### config.mk
export PLATFORM = sky130hd
export DESIGN_NAME = seq_divider
export DESIGN_NICKNAME = d
export VERILOG_FILES = /design/src/rtl/div_pkg.sv /design/src/rtl/div_step.sv /design/src/rtl/seq_divider.sv
export SDC_FILE = /design/constraint.sdc
export NUM_CORES = 1
export LEC_CHECK = 0
export CORE_ASPECT_RATIO = 1.25
export CORE_UTILIZATION = 32
export DETAILED_ROUTE_END_ITERATION = 8
export HOLD_SLACK_MARGIN = 0.1
export PLACE_DENSITY = 0.5
export SETUP_SLACK_MARGIN = 0.15
export SLEW_MARGIN = 5
export SYNTH_ARGS = -nofsm -noshare
export SYNTH_HDL_FRONTEND = slang
export SYNTH_HIERARCHICAL = 1
export SYNTH_SLANG_ARGS = --single-unit
export TNS_END_PERCENT = 50
### constraint.sdc
create_clock -name clk_i -period 4.7 [get_ports clk_i]
set_clock_uncertainty 0.05 [all_clocks]
set_input_delay 0.94 -clock clk_i [delete_from_list [all_inputs] [get_ports clk_i]]
set_output_delay 0.94 -clock clk_i [all_outputs]
set_load 0.01 [all_outputs]
### src/rtl/div_pkg.sv
// Shared types and defaults for the sequential restoring divider.
package div_pkg;

    typedef enum logic [1:0] {
        StIdle,
        StRun,
        StZero
    } state_e;

    localparam int unsigned DefDW = 8;
    localparam int unsigned DefVW = 4;
    localparam int unsigned CntW  = $clog2(DefDW);

    // Iteration counter width; never narrower than one bit.
    function automatic int unsigned cnt_width(input int unsigned n);
        return (n <= 2) ? 1 : $clog2(n);
    endfunction

endpackage

### src/rtl/div_step.sv
// One radix-2 restoring iteration: shift in the next dividend bit, trial-subtract the divisor.
module div_step #(
    parameter int unsigned VW = 4
) (
    input  logic [VW:0]   r_i,
    input  logic          q_msb_i,
    input  logic [VW-1:0] d_i,
    output logic [VW:0]   r_o,
    output logic          q_bit_o
);

    logic [VW:0] trial;
    logic [VW:0] d_ext;

    // The incoming remainder is always below the divisor, so its top bit is zero.
    assign trial = {r_i[VW-1:0], q_msb_i};
    assign d_ext = {1'b0, d_i};

    always_comb begin
        q_bit_o = 1'b0;
        r_o     = trial;
        if (trial >= d_ext) begin
            q_bit_o = 1'b1;
            r_o     = trial - d_ext;
        end
    end

endmodule

### src/rtl/seq_divider.sv
// Multi-cycle unsigned restoring divider with start/done handshake and divide-by-zero flag.
module seq_divider
    import div_pkg::*;
#(
    parameter int unsigned DW = DefDW,
    parameter int unsigned VW = DefVW
) (
    input  logic          clk_i,
    input  logic          resetn_i,
    input  logic          start_i,
    input  logic [DW-1:0] dividend_i,
    input  logic [VW-1:0] divisor_i,
    output logic          busy_o,
    output logic          done_o,
    output logic [DW-1:0] quotient_o,
    output logic [VW-1:0] remainder_o,
    output logic          div_by_zero_o
);

    localparam int unsigned CW = cnt_width(DW);

    if (VW > DW) begin : g_bad_vw
        $error("seq_divider: VW must not exceed DW");
    end
    if (DW < 2) begin : g_bad_dw
        $error("seq_divider: DW must be at least 2");
    end

    state_e        state_q, state_d;
    logic [CW-1:0] cnt_q, cnt_d;
    logic [VW:0]   r_q, r_d;
    logic [DW-1:0] q_q, q_d;
    logic [VW-1:0] d_q, d_d;
    logic [DW-1:0] quot_q, quot_d;
    logic [VW-1:0] rem_q, rem_d;
    logic          dbz_q, dbz_d;
    logic          done_q, done_d;

    logic [VW:0]   step_r;
    logic          step_bit;
    logic [DW-1:0] q_shift;
    logic          last_iter;

    div_step #(
        .VW(VW)
    ) u_step (
        .r_i    (r_q),
        .q_msb_i(q_q[DW-1]),
        .d_i    (d_q),
        .r_o    (step_r),
        .q_bit_o(step_bit)
    );

    assign q_shift   = {q_q[DW-2:0], step_bit};
    assign last_iter = (cnt_q == CW'(DW - 1));

    always_comb begin
        state_d = state_q;
        cnt_d   = cnt_q;
        r_d     = r_q;
        q_d     = q_q;
        d_d     = d_q;
        quot_d  = quot_q;
        rem_d   = rem_q;
        dbz_d   = dbz_q;
        done_d  = 1'b0;

        unique case (state_q)
            StIdle: begin
                if (start_i) begin
                    r_d     = '0;
                    q_d     = dividend_i;
                    d_d     = divisor_i;
                    cnt_d   = '0;
                    state_d = (divisor_i == '0) ? StZero : StRun;
                end
            end
            StRun: begin
                r_d = step_r;
                q_d = q_shift;
                if (last_iter) begin
                    state_d = StIdle;
                    cnt_d   = '0;
                    quot_d  = q_shift;
                    rem_d   = step_r[VW-1:0];
                    dbz_d   = 1'b0;
                    done_d  = 1'b1;
                end else begin
                    cnt_d = cnt_q + CW'(1);
                end
            end
            StZero: begin
                state_d = StIdle;
                quot_d  = '1;
                rem_d   = '0;
                dbz_d   = 1'b1;
                done_d  = 1'b1;
            end
            default: begin
                state_d = StIdle;
            end
        endcase
    end

    always_ff @(posedge clk_i or negedge resetn_i) begin
        if (!resetn_i) begin
            state_q <= StIdle;
            cnt_q   <= '0;
            r_q     <= '0;
            q_q     <= '0;
            d_q     <= '0;
            quot_q  <= '0;
            rem_q   <= '0;
            dbz_q   <= 1'b0;
            done_q  <= 1'b0;
        end else begin
            state_q <= state_d;
            cnt_q   <= cnt_d;
            r_q     <= r_d;
            q_q     <= q_d;
            d_q     <= d_d;
            quot_q  <= quot_d;
            rem_q   <= rem_d;
            dbz_q   <= dbz_d;
            done_q  <= done_d;
        end
    end

    // Busy tracks the registered state, so it drops in the same cycle done rises.
    assign busy_o        = (state_q != StIdle);
    assign done_o        = done_q;
    assign quotient_o    = quot_q;
    assign remainder_o   = rem_q;
    assign div_by_zero_o = dbz_q;

endmodule

Word-level counts from Yosys, hierarchy flattened
Index checks and enable logic that the tools add are counted.
{ "op_classes": {"bitwise_logic": 0, "eq_ne": 5, "div_mod_pow": 0, "reduce_logical": 9, "n_addsub": 2, "magnitude_cmp": 1, "n_mul": 0, "mux": 21, "shifts": 0} }
{ "op_table": {"columns": ["operator", "count"], "rows": [
  ["case mux 8 bit (2 select lines)", 2],
  ["two-way mux 8 bit", 2],
  ["case mux 4 bit (2 select lines)", 2],
  ["two-way mux 4 bit", 3],
  ["AND reduction 2 bit", 4],
  ["two-way mux 2 bit", 3],
  ["two-way mux 3 bit", 2],
  ["case mux 3 bit (2 select lines)", 1],
  ["nonzero test 2 bit", 3],
  ["greater-or-equal comparator 5 x 4 -> 1 bit", 1],
  ["zero test 4 bit", 1],
  ["inequality test 2 bit (second input constant)", 2],
  ["case mux 1 bit (2 select lines)", 2],
  ["case mux 2 bit (2 select lines)", 1],
  ["subtractor 4 bit", 1],
  ["adder 3 x 1 -> 3 bit (second input constant)", 1],
  ["== test 3 bit (second input constant)", 1],
  ["two-way mux 1 bit", 3],
  ["== test 2 x 1 -> 1 bit (second input constant)", 1],
  ["== test 2 bit (second input constant)", 1],
  ["zero test 2 bit", 1]
]} }
{ "totals": {"romBits": 0, "ram_bits": 0, "inputBits": 15, "mem_count": 0, "output_inout_bits": 15, "regBits": 35, "elab_cells": 47, "latchBits": 0} }

Logic depth before layout (Yosys ltp)
Gate-level depths: netlist (run 1).
{ "logic_depth": {"word_depth": 4, "ltp_mapped": 8} }

Cells and area by module
Netlist (run 1), hierarchy kept.
{ "modules_own_cells": {"columns": ["mod", "area_each_um2", "seq_area_each_um2", "instances", "cells_per_inst"], "rows": [
  ["seq_divider", 1602.8, 900.9, 1, 147],
  ["div_step", 247.7, 0.0, 1, 35]
]} }

Least setup slack after synthesis (run 1)
Ideal clock, no wire load.
{ "synth_timing": {"kind": "register to output", "start": "register state_q[0]", "end": "output busy_o", "arrival_ps": 796, "path_stages_with_launch": 4, "slack_ps": 2914, "required_time_ps": 3710, "cell_sequence": "dfrtp_1 inv_1 ha_1 inv_1"} }
{ "synth_via": {"elab_chain_cells": 1} }
{ "synth_rtl": {"columns": ["element", "line_no", "rtl"], "rows": [
  ["start: declaration", "seq_divider.sv:29", "state_e state_q, state_d;"],
  ["start signal: assignment", "seq_divider.sv:107", "state_q <= StIdle;"],
  ["start signal: assignment", "seq_divider.sv:117", "state_q <= state_d;"],
  ["nonzero test 2 bit", "seq_divider.sv:130", "assign busy_o = (state_q != StIdle);"],
  ["end: declaration", "seq_divider.sv:13", "output logic busy_o,"]
]} }
Every way passes these cells.

Final worst setup path (run 1)
Ends and elaborated chain as after synthesis.

==> results.cfg, run 1 <==
[status]
outcome = finished clean

[clock_network]
htreeDepth = 2
root_buffer = clkbuf_8
cts.clk_slew.worst_paths_ps = 70
cts_buffers = 5
cts_tree = yes
postCtsSetupRepairBufs = 0
cts_buffer_depth = 2
cts_resized = 0
ctsHoldBuffers = 0
insertion_delay_ps = 280
clkSinkCount = 35

[worst_setup_path]
crit_type = flip-flop to output pin
reg2reg_to = state_q[1]$_DFFE_PN0P_
startpoint = state_q[0]$_DFFE_PN0P_
start_kind = flip-flop
critPathCaptureType = output pin
r2r-start = state_q[1]$_DFFE_PN0P_
cp_data_required_time_ps = 3710
cp_data_arrival_time_ps = 1630
regToRegSetupSlack_ps = 2450
ff2ff_path_depth = 5
crit_fanout = 4
cp-endpoint = busy_o

[route]
wl_per_cell_um = 15.2
firstDrtPassIters = 4
wirelength_um = 4060
ant_nets = 0
first_iter_violations = 38
vias_per_cell = 5.04
vias = 1346
drc_errors = 0

[synth]
synthesis.nets = 198
ys_warn_count = 6
syn_area_sq_um = 1780
syn_inst = 173
avgSynthCellArea_sq_um = 10.3

[timing]
period_share_pct = 55.8
period_needed_ps = 2620
tns_ps = 0
clock.fmax_mhz = 381
fin_ws_ps = 2080
worstMarginPinSlew_ps = 855
setup_violations = 0
rsz0062_at_grt = false
slew_headroom_pct = 43.0
slew_viol_final = 0
hold_viol_final = 0

[die]
chipWidth_um = 68.8
die_height_um = 85.5
die_area_sq_um = 5880
pin_count = 30
core_area_sq_um = 5410
rows = 30
start_util_pct = 33.0

[placed_design]
dp_slack_ps = 2270
numPortBuffers = 29
dp_hpwl_um = 3000
post-place-cells = 259
place.gp.congestion = 0.742

[cells_and_area]
final_nets = 227
drive_gt1_share_pct = 8.87
fillers = 544
n_antenna_cell = 0
mostFrequentLayoutCells = dfrtp_1 (35), clkdlybuf4s50_1 (29), nand2_1 (17), o21ai_0 (16), nor2_1 (16)
mostFrequentLayoutCell = dfrtp_1
final_util_pct = 40.6
final_cells = 267
syn_to_final_growth_pct = 22.9

[pwr]
powerDensity_nw_per_um2 = 556
leakage_nw = 0.974
peakVddDrop_mv = 0.212

[global_route]
grt_usage_pct = 15.9
gr-total-overflow = 0
grt_pass1_vias = 1407
antenna_found_initial = 0
grt_max_degree = 36
grt_pass1_wl_um = 6730

[min_path]
min_path_type = flip-flop to flip-flop

[job]
maxCapViolations = 0
-- flip-flops by register name, summed over array words and instances, names as in the netlist --
register	cells
q_q	8
done_o	1
remainder_o	4
d_q	4
div_by_zero_o	1
quotient_o	8
r_q	4
cnt_q	3
state_q	2
-- cell type report --
type	instances	area, sq um	area share [%]
Sequential cell	35	876	40.0
Multi-Input combinational cell	121	823	37.6
Timing Repair Buffer	30	298	13.6
Tap cell	64	80.1	3.65
Clock buffer	7	76.3	3.48
Inverter	9	33.8	1.54
Clock inverter	1	5.00	0.228
-- critical path, stage by stage, from the launching register on --
cell	delay, ps
dfrtp_1	390
inv_1	80
ha_1	280
inv_1	80
clkdlybuf4s50_1	530
-- per-stage QoR --
step                area (sq um)  hold WS (ps)  total power (W)
floorplan                   1780           399         0.000889
global placement            2110           420         0.000997
detailed placement          2110           423          0.00102
CTS                         2190           439          0.00123
global route                2190           479          0.00132
finish                      2190           435          0.00122
-- where the power goes --
| group | total, W | switching (W) | internal, W | leakage, nW |
|---|---|---|---|---|
| registers | 0.000444 | 0.0000630 | 0.000381 | 0.419 |
| clock network | 0.000207 | 0.000104 | 0.000104 | 0.0422 |
| logic | 0.000568 | 0.000321 | 0.000247 | 0.512 |
| total | 0.00122 | 0.000487 | 0.000732 | 0.974 |
-- metal layers --
metal  track usage, %  part of all wire [%]
met2             25.9                    50
met3             4.57                   4.5
met4             5.01                   1.5
met5                0                     0
met1             20.0                    44
-- worst min-delay path by stage --
| stage | to | start | cells past startpoint |
|---|---|---|---|
| final | q_q[7]$_DFFE_PN0P_ | q_q[7]$_DFFE_PN0P_ | 2 |
| after global placement | cnt_q[1]$_DFFE_PN0P_ | cnt_q[1]$_DFFE_PN0P_ | 2 |
| after global routing | q_q[6]$_DFFE_PN0P_ | q_q[6]$_DFFE_PN0P_ | 2 |
| after floorplan | q_q[7]$_DFFE_PN0P_ | q_q[7]$_DFFE_PN0P_ | 2 |
| after CTS | q_q[7]$_DFFE_PN0P_ | q_q[7]$_DFFE_PN0P_ | 2 |
| after detailed placement | q_q[7]$_DFFE_PN0P_ | q_q[7]$_DFFE_PN0P_ | 2 |
Power figures use the tool's default switching activity.
==> run 2, diff against run 1 <==
PLACE_DENSITY = 0.52   (was 0.5)
clock period = 2.1 ns   (was 4.7 ns; I/O delays follow)
==> run 2 against run 1 <==
  * Die area unchanged
  * Hold slack better by 14 ps
  * Largest cell class unchanged
  * Final cell count up 2.2%
  * Sequential power up 120%
  * Global-route usage down 0.097 points
  * Via count up 2.7%
  * Core utilization up 1.4 points
  * Sequential share of layout area down 1.4 points
  * Clock power rose to 2.6 times the previous value
==> results.cfg, run 2 (synthesized netlist as in run 1, its figures left out) <==
[min_path]
min_path_type = flip-flop to flip-flop
hp-start = cnt_q[1]$_DFFE_PN0P_

[route]
wirelength_um = 4200
vias_per_cell = 5.06
ant_nets = 0
wl_per_cell_um = 15.4
first_iter_violations = 36
drc_errors = 0
vias = 1382
firstDrtPassIters = 4

[worst_setup_path]
start_kind = flip-flop
startpoint = r_q[1]$_DFFE_PN0P_
r2r-start = r_q[1]$_DFFE_PN0P_
critPathCaptureType = flip-flop
crit_fanout = 4
cp_data_arrival_time_ps = 2050
cp_data_required_time_ps = 2250
crit_type = flip-flop to flip-flop

[pwr]
finalPower_w = 0.00288
leakage_nw = 1.02
powerDensity_nw_per_um2 = 1270
peakVddDrop_mv = 0.466

[timing]
slew_headroom_pct = 69.1
setup_violations = 0
period_share_pct = 90.5
rsz0062_at_grt = true
holdWs_ps = 449
clock.fmax_mhz = 526
worstMarginPinSlew_ps = 460
tns_ps = 0
slew_viol_final = 0
hold_viol_final = 0
period_needed_ps = 1900

[global_route]
grt_pass1_vias = 1421
gr-total-overflow = 0
antenna_found_initial = 0
grt_usage_pct = 15.8
grt_max_degree = 36
grt_pass1_wl_um = 6800

[cells_and_area]
mostFrequentLayoutCells = dfrtp_1 (35), clkdlybuf4s50_1 (28), nand2_1 (17), o21ai_0 (16), nor2_1 (16)
n_antenna_cell = 0
final_cells = 273
final_area_sq_um = 2270
syn_to_final_growth_pct = 27.3
final_nets = 233
drive_gt1_share_pct = 12.9
mostFrequentLayoutCell = dfrtp_1

[clock_network]
clkSinkCount = 35
insertion_delay_ps = 290
ctsHoldBuffers = 0
root_buffer = clkbuf_8
cts_buffers = 5
cts.clk_slew.worst_paths_ps = 70
cts_buffer_depth = 2
htreeDepth = 2
cts_tree = yes

[die]
chipWidth_um = 68.8
die_area_sq_um = 5880
core_area_sq_um = 5410
start_util_pct = 33.0
rows = 30
pin_count = 30
die_height_um = 85.5

[job]
maxCapViolations = 0

[placed_design]
post-place-cells = 263
place.gp.congestion = 0.736
dp_hpwl_um = 3050
numPortBuffers = 29
post_dp_cell_area_sq_um = 2140

[status]
outcome = finished clean
==> run 2: worst paths after layout <==
path | endpoint | slack [ps] | cells after the start
max in group asynchronous | q_q[2]$_DFFE_PN0P_ | 1160 | 2
max | remainder_o[1]$_DFFE_PN0P_ | 200 | 7
max reg2reg | remainder_o[1]$_DFFE_PN0P_ | 200 | 7
min reg2reg | cnt_q[1]$_DFFE_PN0P_ | 450 | 2
min in group asynchronous | d_q[1]$_DFFE_PN0P_ | 500 | 2
min | cnt_q[1]$_DFFE_PN0P_ | 450 | 2
==> run 2: worst max-delay path: stages (launching register included) <==
cell and delay, ps:
dfrtp_1 410, ha_1 380, nand4_1 140, nand2_2 90, nor2_4 190, mux2i_1 280
nand2_1 90, o21ai_0 190
==> run 2: stage by stage <==
stage          util [%]  setup WS [ps]
3_3_place_gp       39.6            320
5_1_grt            42.0            138
2_1_floorplan         -            365
3_5_place_dp       39.6            235
4_1_cts            41.9            222
6_report           42.0            200
==> run 2: cell type report <==
| class | count | area (sq um) |
|---|---|---|
| Timing Repair Buffer | 36 | 342 |
| Inverter | 9 | 33.8 |
| Fill cell | 524 | 3140 |
| Tap cell | 64 | 80.1 |
| Multi-Input combinational cell | 121 | 838 |
| Sequential cell | 35 | 876 |
| Clock buffer | 8 | 100 |
==> run 2: what timing repair did <==
item | in CTS | in global routing
gates resized for setup | 3 | 1
buffers inserted | 2 | 0
endpoints found under the hold margin | 0 | 0
endpoints found under the setup margin | 1 | 6
==> run 2: report_power, final <==
part	switching [W]	internal [W]	total, W	leakage (nW)
registers	0.000138	0.000853	0.000991	0.419
clock network	0.000241	0.000299	0.000541	0.0515
logic	0.000744	0.000608	0.00135	0.545
==> run 2: metal layers <==
metal / wire [um] / vias to the layer above / part of all wire (%) / global-route usage, %
met1: 1810 / 677 / 43 / 18.4
met3: 187 / 4 / 4.5 / 4.57
li1: - / 663 / - / -
met4: 37 / 0 / 0.88 / 6.12
met2: 2160 / 38 / 51 / 26.6
met5: 0 / - / 0 / 0
==> run 3, diff against run 2 <==
CTS_CLUSTER_DIAMETER = 120   (was not set)
==> results of run 3 <==
No change in the layout: final DEF, timing and power equal those of run 2.
==> edit (settings of run 2) <==
Make the reset (`resetn_i`) synchronous in one clocked block.
--- a/src/rtl/seq_divider.sv
+++ b/src/rtl/seq_divider.sv
@@ -104,3 +104,3 @@
 
-    always_ff @(posedge clk_i or negedge resetn_i) begin
+    always_ff @(posedge clk_i) begin
         if (!resetn_i) begin
Formal check against the unedited RTL: differs if resetn_i is asserted again (counterexample within 4 cycles, from zero or initial values and one cycle with resetn_i low); with resetn_i held inactive, the same outputs for 10 cycles.
==> edit against run 2 <==
- worst setup slack better by 60 ps
- area after synthesis down 2.9%
- final area down 3.1%
- wire length down 7.4%
- sequential cell count unchanged
- first-iteration DRC count up 31%
- critical endpoint is now r_q[2]
Power is not compared: it rests on default switching activity, and its combinational part moved more than twofold at a synthesized area within 25%.
==> edit: results (changes against run 2) <==
synth:
  synth_area_per_cell_um2: 9.73  # -5.6%
  syn_nets: 203  # +2.5%
clocking:
  cts_buffers: 5  # unchanged
  clockBufferDepth: 2  # unchanged
routing:
  initialDrtViolationCount: 47  # +31%
  wl_per_cell_um: 14.2  # -7.4%
  drt_pre_antenna_iters: 4  # unchanged
  vias: 1430  # +3.5%
worst_setup_path:
  critical_path_peak_fanout: 2  # -2
  arrival_ps: 1960  # -90 ps
  critical-path-max-stage-delay_ps: 390  # -20 ps
  slowest_stage: "fa_1"
placement:
  gp_congestion: 0.750  # +1.9%
  post-dp-hpwl_um: 2840  # -7.1%
  dp_slack_ps: 250  # +14.4 ps
  placed_cell_area_um2: 2080  # -2.8%
  place_inst: 264  # +0.38%
run:
  maxCapViolations: 0  # unchanged
grt:
  grt_first_pass_wirelength_um: 6450  # -5.1%
  grt_max_degree: 36  # unchanged
  track_usage_pct: 14.6  # -1.2 points
finish:
  antenna_cells: 0  # unchanged
  fillCellCount: 521  # -0.57%
  nets: 235  # +0.86%
  drive_gt1_share_pct: 14.2  # +1.3 points
  regArea_um2: 701  # -20%
sta:
  max_slew_margin_pct: 74.2  # +5.1 points
status:
  status: "completed"
power:
  ir_worst_vdd_mv: 0.459
[edit: worst max-delay path: cells and delay by family, from the launching register on]
kind	cells	cell delay, ps
adder cells (fa/ha/maj)	2	610
flip-flops	1	340
multiplexers	1	280
AO/OA/AOI/OAI	1	190
XOR/XNOR	1	140
buffers and inverters	1	60
AND/OR/NAND/NOR	1	60
[edit: metal layers]
layer  share of wire [%]  global-route usage, %  vias to the layer above
met2                  50                   24.2                       30
met3                 4.5                   3.94                        4
met5                   0                      0                        -
li1                    -                      -                      698
met1                  45                   18.6                      698
met4                0.59                   3.41                        0
[edit: where the power goes]
group / internal (mW) / switching, mW
clock: 0.299 / 0.225
sequential: 0.710 / 0.0310
combinational: 0.189 / 0.185
[edit: area by class of cell]
| type | instances | area share [%] |
|---|---|---|
| Sequential cell | 35 | 31.9 |
| Timing Repair Buffer | 36 | 15.5 |
| Inverter | 10 | 1.71 |
| Tap cell | 62 | 3.53 |
| Clock buffer | 8 | 4.55 |
| Multi-Input combinational cell | 122 | 42.8 |
[edit: worst paths after layout]
check          from      to  slack (ps)  cells past startpoint
min          d_q[2]  d_q[2]         420                      2
max          q_q[7]  r_q[2]         260                      7
max reg2reg  q_q[7]  r_q[2]         260                      7
min reg2reg  d_q[2]  d_q[2]         420                      2
[edit: what timing repair did]
| item | CTS | global route |
|---|---|---|
| hold buffers | 0 | 0 |
| setup endpoints to repair | 1 | 2 |
| resized for setup | 1 | 1 |
| pin swaps | 0 | 1 |
| setup buffers | 0 | 1 |
